### src/rtl/player_move_ctrl.sv
// Player cannon sequencer: rate-limited, clamped joystick motion plus a single-outstanding shot FSM.
// Optional: define PLAYER_ACCEL_EN for double step after a sustained same-direction hold.
module player_move_ctrl #(
    parameter int unsigned TICK_DIV       = 250000,
    parameter int unsigned STEP           = 5,
    parameter int unsigned COL_MIN        = 5,
    parameter int unsigned COL_MAX        = 635,
    parameter int unsigned COL_INIT       = 310,
    parameter int unsigned ROW_INIT       = 350,
    parameter int unsigned COOLDOWN_TICKS = 8
) (
    input  logic       Clk,
    input  logic       Reset_n,
    input  logic [3:0] Joystick_data,
    input  logic       Fire_btn,
    input  logic       Shot_busy,
    input  logic       Shot_ack,
    output logic       Shot_req,
    output logic [9:0] Shot_col,
    output logic [8:0] Player_Row,
    output logic [9:0] Player_Col,
    output logic       Move_tick
);

    localparam int unsigned TW  = $clog2(TICK_DIV);
    localparam int unsigned CDW = $clog2(COOLDOWN_TICKS + 1);

    localparam logic [TW-1:0]       TICK_LAST = TW'(TICK_DIV - 1);
    localparam logic [CDW-1:0]      CD_LOAD   = CDW'(COOLDOWN_TICKS);
    localparam logic signed [10:0]  MIN_S     = 11'(COL_MIN);
    localparam logic signed [10:0]  MAX_S     = 11'(COL_MAX);
    localparam logic signed [10:0]  STEP_S    = 11'(STEP);

    typedef enum logic [1:0] {S_IDLE, S_REQ, S_COOL} state_t;

    logic [TW-1:0]      tick_cnt;
    logic [3:0]         joy_q;
    logic               go_right, go_left;
    logic signed [10:0] step_s;
    logic signed [10:0] col_s, col_sum;
    logic [9:0]         col_next;
    logic               fire_s1, fire_s2, fire_s3, fire_evt;
    state_t             state, state_next;
    logic [CDW-1:0]     cooldown, cd_next;
    logic               col_load;

    assign Player_Row = 9'(ROW_INIT);
    assign Shot_req   = (state == S_REQ);

    always_ff @(posedge Clk or negedge Reset_n) begin
        if (!Reset_n) begin
            tick_cnt  <= '0;
            Move_tick <= 1'b0;
        end else begin
            Move_tick <= (tick_cnt == TICK_LAST);
            tick_cnt  <= (tick_cnt == TICK_LAST) ? '0 : tick_cnt + TW'(1);
        end
    end

    always_ff @(posedge Clk or negedge Reset_n) begin
        if (!Reset_n) joy_q <= '0;
        else          joy_q <= Joystick_data;
    end

    assign go_right = (joy_q > 4'd6);
    assign go_left  = (joy_q < 4'd4);

`ifdef PLAYER_ACCEL_EN
    // dir: 01 right, 10 left, 00 centre; step doubles once the updated hold count saturates
    logic [1:0] cur_dir, prev_dir;
    logic [2:0] hold_cnt, hold_next;

    assign cur_dir = {go_left, go_right};

    always_comb begin
        hold_next = '0;
        if (cur_dir != 2'b00 && cur_dir == prev_dir)
            hold_next = (hold_cnt == 3'd7) ? 3'd7 : hold_cnt + 3'd1;
        step_s = (hold_next == 3'd7) ? 11'(2 * STEP) : STEP_S;
    end

    always_ff @(posedge Clk or negedge Reset_n) begin
        if (!Reset_n) begin
            hold_cnt <= '0;
            prev_dir <= '0;
        end else if (Move_tick) begin
            hold_cnt <= hold_next;
            prev_dir <= cur_dir;
        end
    end
`else
    assign step_s = STEP_S;
`endif

    assign col_s = $signed({1'b0, Player_Col});

    always_comb begin
        col_sum = col_s;
        if (go_right) begin
            col_sum = col_s + step_s;
            if (col_sum > MAX_S) col_sum = MAX_S;
        end else if (go_left) begin
            col_sum = col_s - step_s;
            if (col_sum < MIN_S) col_sum = MIN_S;
        end
        col_next = col_sum[9:0];
    end

    always_ff @(posedge Clk or negedge Reset_n) begin
        if (!Reset_n)       Player_Col <= 10'(COL_INIT);
        else if (Move_tick) Player_Col <= col_next;
    end

    always_ff @(posedge Clk or negedge Reset_n) begin
        if (!Reset_n) begin
            fire_s1  <= 1'b0;
            fire_s2  <= 1'b0;
            fire_s3  <= 1'b0;
            fire_evt <= 1'b0;
        end else begin
            fire_s1  <= Fire_btn;
            fire_s2  <= fire_s1;
            fire_s3  <= fire_s2;
            fire_evt <= fire_s2 & ~fire_s3;
        end
    end

    always_comb begin
        state_next = state;
        cd_next    = cooldown;
        col_load   = 1'b0;
        unique case (state)
            S_IDLE: if (fire_evt && !Shot_busy) begin
                state_next = S_REQ;
                col_load   = 1'b1;
            end
            S_REQ: if (Shot_ack) begin
                state_next = S_COOL;
                cd_next    = CD_LOAD;
            end
            S_COOL: if (Move_tick) begin
                cd_next = cooldown - CDW'(1);
                if (cooldown == CDW'(1)) state_next = S_IDLE;
            end
            default: state_next = S_IDLE;
        endcase
    end

    always_ff @(posedge Clk or negedge Reset_n) begin
        if (!Reset_n) begin
            state    <= S_IDLE;
            cooldown <= '0;
            Shot_col <= '0;
        end else begin
            state    <= state_next;
            cooldown <= cd_next;
            if (col_load) Shot_col <= Player_Col;
        end
    end

endmodule
### config.mk
export PLATFORM = sky130hd
export DESIGN_NAME = player_move_ctrl
export DESIGN_NICKNAME = d
export VERILOG_FILES = /design/src/rtl/player_move_ctrl.sv
export SDC_FILE = /design/constraint.sdc
export NUM_CORES = 1
export LEC_CHECK = 0
export ABC_AREA = 0
export BUFFER_PORTS_ARGS = -buffer_cell sky130_fd_sc_hd__buf_2
export CORE_MARGIN = 2
export CORE_UTILIZATION = 50
export CTS_BUF_LIST = sky130_fd_sc_hd__clkbuf_4 sky130_fd_sc_hd__clkbuf_8 sky130_fd_sc_hd__clkbuf_16
export DETAILED_ROUTE_END_ITERATION = 12
export GPL_TIMING_DRIVEN = 1
export MAX_ROUTING_LAYER = met4
export PLACE_DENSITY = 0.73
export SYNTH_ARGS = -nofsm -noshare
export SYNTH_HDL_FRONTEND = slang
export SYNTH_SLANG_ARGS = --single-unit
### constraint.sdc
create_clock -name Clk -period 2.45 [get_ports Clk]
set_input_delay 0.1225 -clock Clk [delete_from_list [all_inputs] [get_ports Clk]]
set_output_delay 0.1225 -clock Clk [all_outputs]
set_load 0.05 [all_outputs]
==> results of run 1 <==
area by class of cell:
cell class / count / area share
timing repair buffer: 50 / 0.0903
multi-input combinational: 247 / 0.462
clock buffer: 7 / 0.0240
sequential: 53 / 0.382
inverter: 12 / 0.0129
tap: 75 / 0.0269
clock inverter: 1 / 0.00215
flip-flops by register name (all words and copies together), names as in the netlist:
signal      count
fire_s2         1
tick_cnt       18
Move_tick       1
fire_evt        1
fire_s1         1
Shot_col       10
fire_s3         1
joy_q           4
Player_Col     10
state           2
cooldown        4
critical path: cells and delay by family (launching register included):
kind                       cells  cell delay (ns)
AOI/OAI and AO/OA              4             0.93
DFF                            1             0.43
and+or+nand+nor                2             0.40
adders and majority gates      1             0.24
buffers and inverters          1             0.14
routing by layer:
| layer | wire [um] | share of wire | vias to the layer above |
|---|---|---|---|
| met1 | 3160 | 0.48 | 1195 |
| met2 | 2950 | 0.45 | 90 |
| met5 | 0 | 0 | - |
| li1 | - | - | 1242 |
| met4 | 88 | 0.013 | 0 |
| met3 | 364 | 0.055 | 12 |
worst min path at each step:
stage                      from         to  slack (ns)
2_1_floorplan           Reset_n  Move_tick       -0.17
3_3_place_gp           Fire_btn    fire_s1        0.23
3_5_place_dp   Joystick_data[1]   joy_q[1]        0.23
4_1_cts                Shot_ack   state[0]        0.12
5_1_grt               Shot_busy   state[0]        0.14
6_report               Shot_ack   state[0]        0.13
kinds of logic after synthesis:
group | share of synthesized area
other | 0.00240
adders and majority gates | 0.0240
muxes | 0.0360
and+or+nand+nor | 0.202
DFF | 0.425
AOI/OAI and AO/OA | 0.184
xor gates and xnor gates | 0.0559
buffers and inverters | 0.0699
cells in the mapped netlist, types with 3 or more instances:
master	number	area, sq um
dfrtp_1	48	1200
a211oi_1	3	22.5
nor2b_1	6	37.5
o211ai_1	6	45.0
nand4_1	7	43.8
a21o_1	5	37.5
nor2_1	30	113
xor2_1	14	123
mux2_2	10	113
a31oi_1	5	31.3
buf_4	10	75.1
a21oi_1	14	70.1
inv_1	12	45.0
dfstp_2	5	131
nor3_1	13	65.1
nand2b_1	6	37.5
buf_2	10	50.1
nand3_1	14	70.1
nor4_1	6	37.5
clkbuf_1	6	22.5
ha_1	6	75.1
xnor2_1	6	52.6
nand2_1	25	93.8
o22ai_1	4	25.0
o21ai_0	10	50.1
stage by stage:
step,instances,total power [mW],instance area [sq um]
6_report,445,1.46,3490
3_5_place_dp,431,0.975,3340
4_1_cts,445,1.48,3490
5_1_grt,445,1.52,3490
3_3_place_gp,431,0.974,3340
2_1_floorplan,341,0.954,3160
power groups by stage:
stage	clock network [mW]	logic, mW	registers (mW)
2_1_floorplan	0	0.0527	0.901
4_1_cts	0.511	0.0799	0.885
6_report	0.496	0.0786	0.885
5_1_grt	0.551	0.0869	0.886
3_3_place_gp	0	0.0717	0.902
3_5_place_dp	0	0.0727	0.902
what timing repair did:
item / in CTS / in global routing
hold buffers: 6 / 0
endpoints found under the setup margin: 0 / 1
gates resized for setup: 0 / 1
hold endpoints to repair: 41 / 0
==> results.tsv, run 1 <==
stage	metric	value	unit
pwr	sw frac	0.230	
worst_hold_path	hold depth	3	
critical_path	setup slack, reg-to-reg	0.21	ns
synth	sequential share of the synthesized area	0.425	
global_routing	vias in the first global route	2519	
routing	via-per-instance ratio	5.71	
clock_network	CTS tree	done	
placement	PortBufs	30	
critical_path	CP Cell Sequence	inv_1, ha_1, and2b_1, o2bb2ai_1, a22oi_1, o21a_1, nand2_1, a31o_1	
global_routing	GR Layer Usage met2	0.321	
clock_network	Sink Count	53	
clock_network	Num CTS Buffers	5	
critical_path	CP Capture Type	register	
routing	Routed Antenna Nets	0	
critical_path	Critical Path End	Player_Col[0]	
critical_path	Worst path max stage delay	0.43	ns
pwr	Pleak	1.62	nW
clock_network	clock transition at the registers of the reported paths	0.09	ns
pwr	Comb pwr share	0.054	
pwr	Reg power frac	0.606	
layout	Final Core Density	0.583	
sta	total negative slack	0	ns
critical_path	worst r2r src	Player_Col[0]	
floorplanning	Die ar.	6910	sq um
synth	Post-synth EDFFs	0	
critical_path	critical path fanouts, max	7	
critical_path	critical path class	reg -> reg	
floorplanning	Die Y	83.1	um
critical_path	Worst setup SP type	register	
sta	fin. max-slew vios	0	
global_routing	met1 Track Usage GR	0.289	
floorplanning	chip width	83.1	um
layout	area of the multi-input gates	1610	sq um
synth	ys flop type	dfrtp_1	
routing	Post-Route WL	6560	um
clock_network	Longest Clk Path Bufs	2	
pwr	maximum VDD drop	365	uV
critical_path	critical path startpoint	Player_Col[0]	
layout	FF/Latch Area	1330	sq um
placement	Detail Placement HPWL	4820	um
clock_network	Root Driver	clkbuf_8	
critical_path	CP max-delay cell	dfrtp_2	
synth	Yosys cell types	66	
pwr	pwr dens	418	nW/um^2
global_routing	total grt overflow	0	
global_routing	Tot GR Track Use	0.209	
sta	Final Setup Violations	0	
pwr	Internal	1.12	mW
critical_path	Worst EP arrival	2.43	ns
pwr	Psw	336	uW
routing	DR iter-0 viols	125	
clock_network	CTS HTree Levels	2	
sta	Worst Setup Slack, final	0.206	ns
routing	Pre-antenna DRT Iters	4	
sta	Worst slew margin	0.385	
synth	ys async rst share	1.00	
synth	synthesis-stage register bit count	53	
global_routing	routing usage on met3	0.0368	
sta	minimum clock period	2.24	ns
layout	FILL cells	538	
sta	Final period util	0.916	
routing	routed via count	2539	
sta	Tightest Pin Transition	0.922	ns
sta	final hold vios	0	
layout	share of cells above drive strength 1	0.227	
global_routing	initial antenna violation count	0	
floorplanning	row cnt	28	
outcome	status	finished, final reports clean	
critical_path	worst r2r dst	Player_Col[0]	
pwr	clock share of power	0.340	
synth	Yosys Warn Count	0	
layout	synth-to-layout area growth	11.5	%
routing	Residual DRC	0	
clock_network	Post-CTS Setup Bufs	0	
job	max-cap check violation count	0	
sta	RSZ-0062 raised after global routing	no	
synth	post-synth design cell area	3130	sq um
global_routing	GR peak layer	met2	
sta	Fmax achieved	0.446	GHz
layout	Layout Nets	384	
worst_hold_path	Min-Delay Path Class	in -> reg	
synth	synthesized area per cell	9.38	sq um
floorplanning	initial core utilization	0.523	
global_routing	global-route wire length before repair	11600	um
layout	most common cell after layout, fill and taps aside	dfrtp_1	
sta	worst hold slack	0.131	ns
sta	Clock Skews	0.00618	ns
critical_path	worst r2r path cells	8	
critical_path	Worst EP required	2.64	ns
floorplanning	core box area	5990	sq um
placement	Setup WS pre-CTS	0.234	ns
routing	drt wl/cell	14.7	um
clock_network	Clk Latency, worst-skew pair	0.30	ns
layout	leading cell types in the layout, fill and taps excluded	47 x dfrtp_1, 30 x nor2_1, 30 x buf_2, 25 x nand2_1	
global_routing	largest net degree at the start of global routing	44	
floorplanning	io pins	40	
placement	Placer Congestion	0.946	
layout	n_diodes	0	
synth	cell count after synthesis	334	
No activity file was read; power rests on OpenSTA's default activity.
==> run 2, diff against run 1 <==
--- a/config.mk
+++ b/config.mk
@@ -9,5 +9,8 @@
 export BUFFER_PORTS_ARGS = -buffer_cell sky130_fd_sc_hd__buf_2
+export CELL_PAD_IN_SITES_DETAIL_PLACEMENT = 0
+export CELL_PAD_IN_SITES_GLOBAL_PLACEMENT = 2
 export CORE_MARGIN = 2
-export CORE_UTILIZATION = 50
+export CORE_UTILIZATION = 36
 export CTS_BUF_LIST = sky130_fd_sc_hd__clkbuf_4 sky130_fd_sc_hd__clkbuf_8 sky130_fd_sc_hd__clkbuf_16
+export CTS_CLUSTER_DIAMETER = 40
 export DETAILED_ROUTE_END_ITERATION = 12
@@ -15,3 +18,3 @@
 export MAX_ROUTING_LAYER = met4
-export PLACE_DENSITY = 0.73
+export PLACE_DENSITY = 0.82
 export SYNTH_ARGS = -nofsm -noshare
==> constraint.sdc (replaced) <==
create_clock -name Clk -period 2.45 [get_ports Clk]
set_input_delay 0.6125 -clock Clk [delete_from_list [all_inputs] [get_ports Clk]]
set_output_delay 0.6125 -clock Clk [all_outputs]
set_load 0.05 [all_outputs]
==> results.tsv, run 2 (synthesis gave the netlist of run 1 again) <==
stage	metric	value	unit	change
layout	final std cells w/o fill	475		was 445
pwr	Power, Total	1.47	mW	was 1.46 mW
clock_network	Clk Latency, worst-skew pair	0.32	ns	was 0.30 ns
global_routing	total grt overflow	0		unchanged
clock_network	Num CTS Buffers	5		unchanged
clock_network	clock transition at the registers of the reported paths	0.10	ns	was 0.09 ns
layout	most common cell after layout, fill and taps aside	dfrtp_1		unchanged
critical_path	Worst setup SP type	register		unchanged
routing	via-per-instance ratio	5.32		was 5.71
critical_path	critical path class	reg -> reg		unchanged
critical_path	CP max-delay cell	dfrtp_2		unchanged
placement	Setup WS pre-CTS	0.178	ns	was 0.234 ns
critical_path	Top delay family on crit path	compound AO/OA/AOI/OAI gates		unchanged
clock_network	CTS HTree Levels	2		unchanged
floorplanning	row cnt	34		was 28
floorplanning	Die ar.	9460	sq um	was 6910 sq um
worst_hold_path	Min-Delay Path Class	in -> async		was in -> reg
clock_network	Sink Count	53		unchanged
layout	max reg flops	18		unchanged
critical_path	critical path fanouts, max	5		was 7
placement	Detail Placement HPWL	5200	um	was 4820 um
routing	Post-Route WL	7140	um	was 6560 um
layout	synth-to-layout area growth	11.7	%	was 11.5%
floorplanning	io pins	40		unchanged
global_routing	vias in the first global route	2292		was 2519
critical_path	CP Buf/Inv Count	1		unchanged
pwr	Pleak	1.61	nW	was 1.62 nW
clock_network	Root Driver	clkbuf_8		unchanged
sta	Worst slew margin	0.614		was 0.385
global_routing	global-route wire length before repair	11900	um	was 11600 um
sta	minimum clock period	2.27	ns	was 2.24 ns
clock_network	Post-CTS Hold Fix Bufs	0		was 6
sta	Fmax achieved	0.440	GHz	was 0.446 GHz
sta	total negative slack	0	ns	unchanged
routing	Pre-antenna DRT Iters	4		unchanged
layout	leading cell types in the layout, fill and taps excluded	47 x dfrtp_1, 30 x nor2_1, 30 x buf_2, 25 x nand2_1, 17 x buf_4		was 47 x dfrtp_1, 30 x nor2_1, 30 x buf_2, 25 x nand2_1
job	max-cap check violation count	0		unchanged
sta	final hold vios	0		unchanged
layout	n_diodes	0		unchanged
critical_path	CP Capture Type	register		unchanged
sta	Clock Skews	0.0103	ns	was 0.00618 ns
clock_network	CTS tree	done		unchanged
floorplanning	core box area	8590	sq um	was 5990 sq um
outcome	status	finished, final reports clean		unchanged
sta	RSZ-0062 raised after global routing	no		unchanged
sta	fin. max-slew vios	0		unchanged
sta	Tightest Pin Transition	0.575	ns	was 0.922 ns
layout	share of cells above drive strength 1	0.240		was 0.227
pwr	maximum VDD drop	250	uV	was 365 uV
routing	Residual DRC	0		unchanged
routing	DR iter-0 viols	167		was 125
critical_path	Worst path max stage delay	0.45	ns	was 0.43 ns
layout	Largest regs	tick_cnt (18), Player_Col (10), Shot_col (10)		unchanged
pwr	pwr dens	420	nW/um^2	was 418 nW/um^2
critical_path	Worst EP arrival	2.48	ns	was 2.43 ns
global_routing	largest net degree at the start of global routing	24		was 44
routing	Routed Antenna Nets	0		unchanged
global_routing	Tot GR Track Use	0.159		was 0.209
sta	Worst Setup Slack, final	0.179	ns	was 0.206 ns
placement	Placer Congestion	0.857		was 0.946
layout	register with the most flip-flops	tick_cnt		unchanged
floorplanning	chip width	97.3	um	was 83.1 um
routing	drt wl/cell	15.0	um	was 14.7 um
sta	Final period util	0.927		was 0.916
layout	FILL cells	888		was 538
floorplanning	initial core utilization	0.364		was 0.523
placement	PortBufs	30		unchanged
global_routing	initial antenna violation count	0		unchanged
floorplanning	Die Y	97.3	um	was 83.1 um
critical_path	CP Cell Sequence	inv_1, ha_1, and2b_1, o2bb2ai_1, a22oi_1, o21a_1, nand2_1, a31o_1		unchanged
placement	DP Area	3400	sq um	was 3340 sq um
routing	routed via count	2528		was 2539
sta	Final Setup Violations	0		unchanged
critical_path	Worst EP required	2.66	ns	was 2.64 ns
layout	design area	3500	sq um	was 3490 sq um
clock_network	Longest Clk Path Bufs	2		unchanged
layout	Layout Nets	381		was 384
placement	Cells after DPL	467		was 431
run 2: path summary, 6_finish.rpt:
path                       slack (ns)           from  cells after the start       endpoint
setup / recovery                 0.18  Player_Col[0]                      8  Player_Col[0]
hold / removal                   0.20        Reset_n                      1    Shot_col[7]
setup reg to reg                 0.18  Player_Col[0]                      8  Player_Col[0]
hold reg to reg                  0.37        fire_s1                      0        fire_s2
max in group asynchronous        1.60        Reset_n                      2    tick_cnt[8]
min in group Clk                 0.37        fire_s1                      0        fire_s2
run 2: report_power, final:
part | switching, mW | total, mW | internal [mW]
registers | 0.00341 | 0.885 | 0.881
logic | 0.0599 | 0.0716 | 0.0116
clock network | 0.309 | 0.512 | 0.203
run 2: what timing repair did:
item / in CTS / in global routing
buffers inserted: 0 / 0
resized for setup: 0 / 1
setup endpoints to repair: 0 / 1
hold endpoints to repair: 0 / 0
run 2: layer usage:
layer  share of wire  up-vias  global-route usage
met4          0.0085        0              0.0342
met3           0.048        6              0.0396
met1            0.50     1211               0.228
li1                -     1249                   -
met5               0        -                   -
met2            0.44       62               0.230
run 2: stage by stage:
| step | hold WS [ns] | util |
|---|---|---|
| CTS | 0.213 | 0.407 |
| global placement | 0.337 | 0.396 |
| finish | 0.201 | 0.407 |
| global route | 0.224 | 0.407 |
| detailed placement | 0.346 | 0.396 |
| floorplan | 0.317 | - |
run 2: layout make-up:
| cell class | instances | area, sq um | area share |
|---|---|---|---|
| clock buffer | 5 | 68.8 | 0.0197 |
| multi-input combinational | 247 | 1620 | 0.462 |
| clock inverter | 3 | 21.3 | 0.00608 |
| tap | 108 | 135 | 0.0386 |
| inverter | 12 | 45.0 | 0.0129 |
| timing repair buffer | 47 | 278 | 0.0794 |
| sequential | 53 | 1330 | 0.381 |
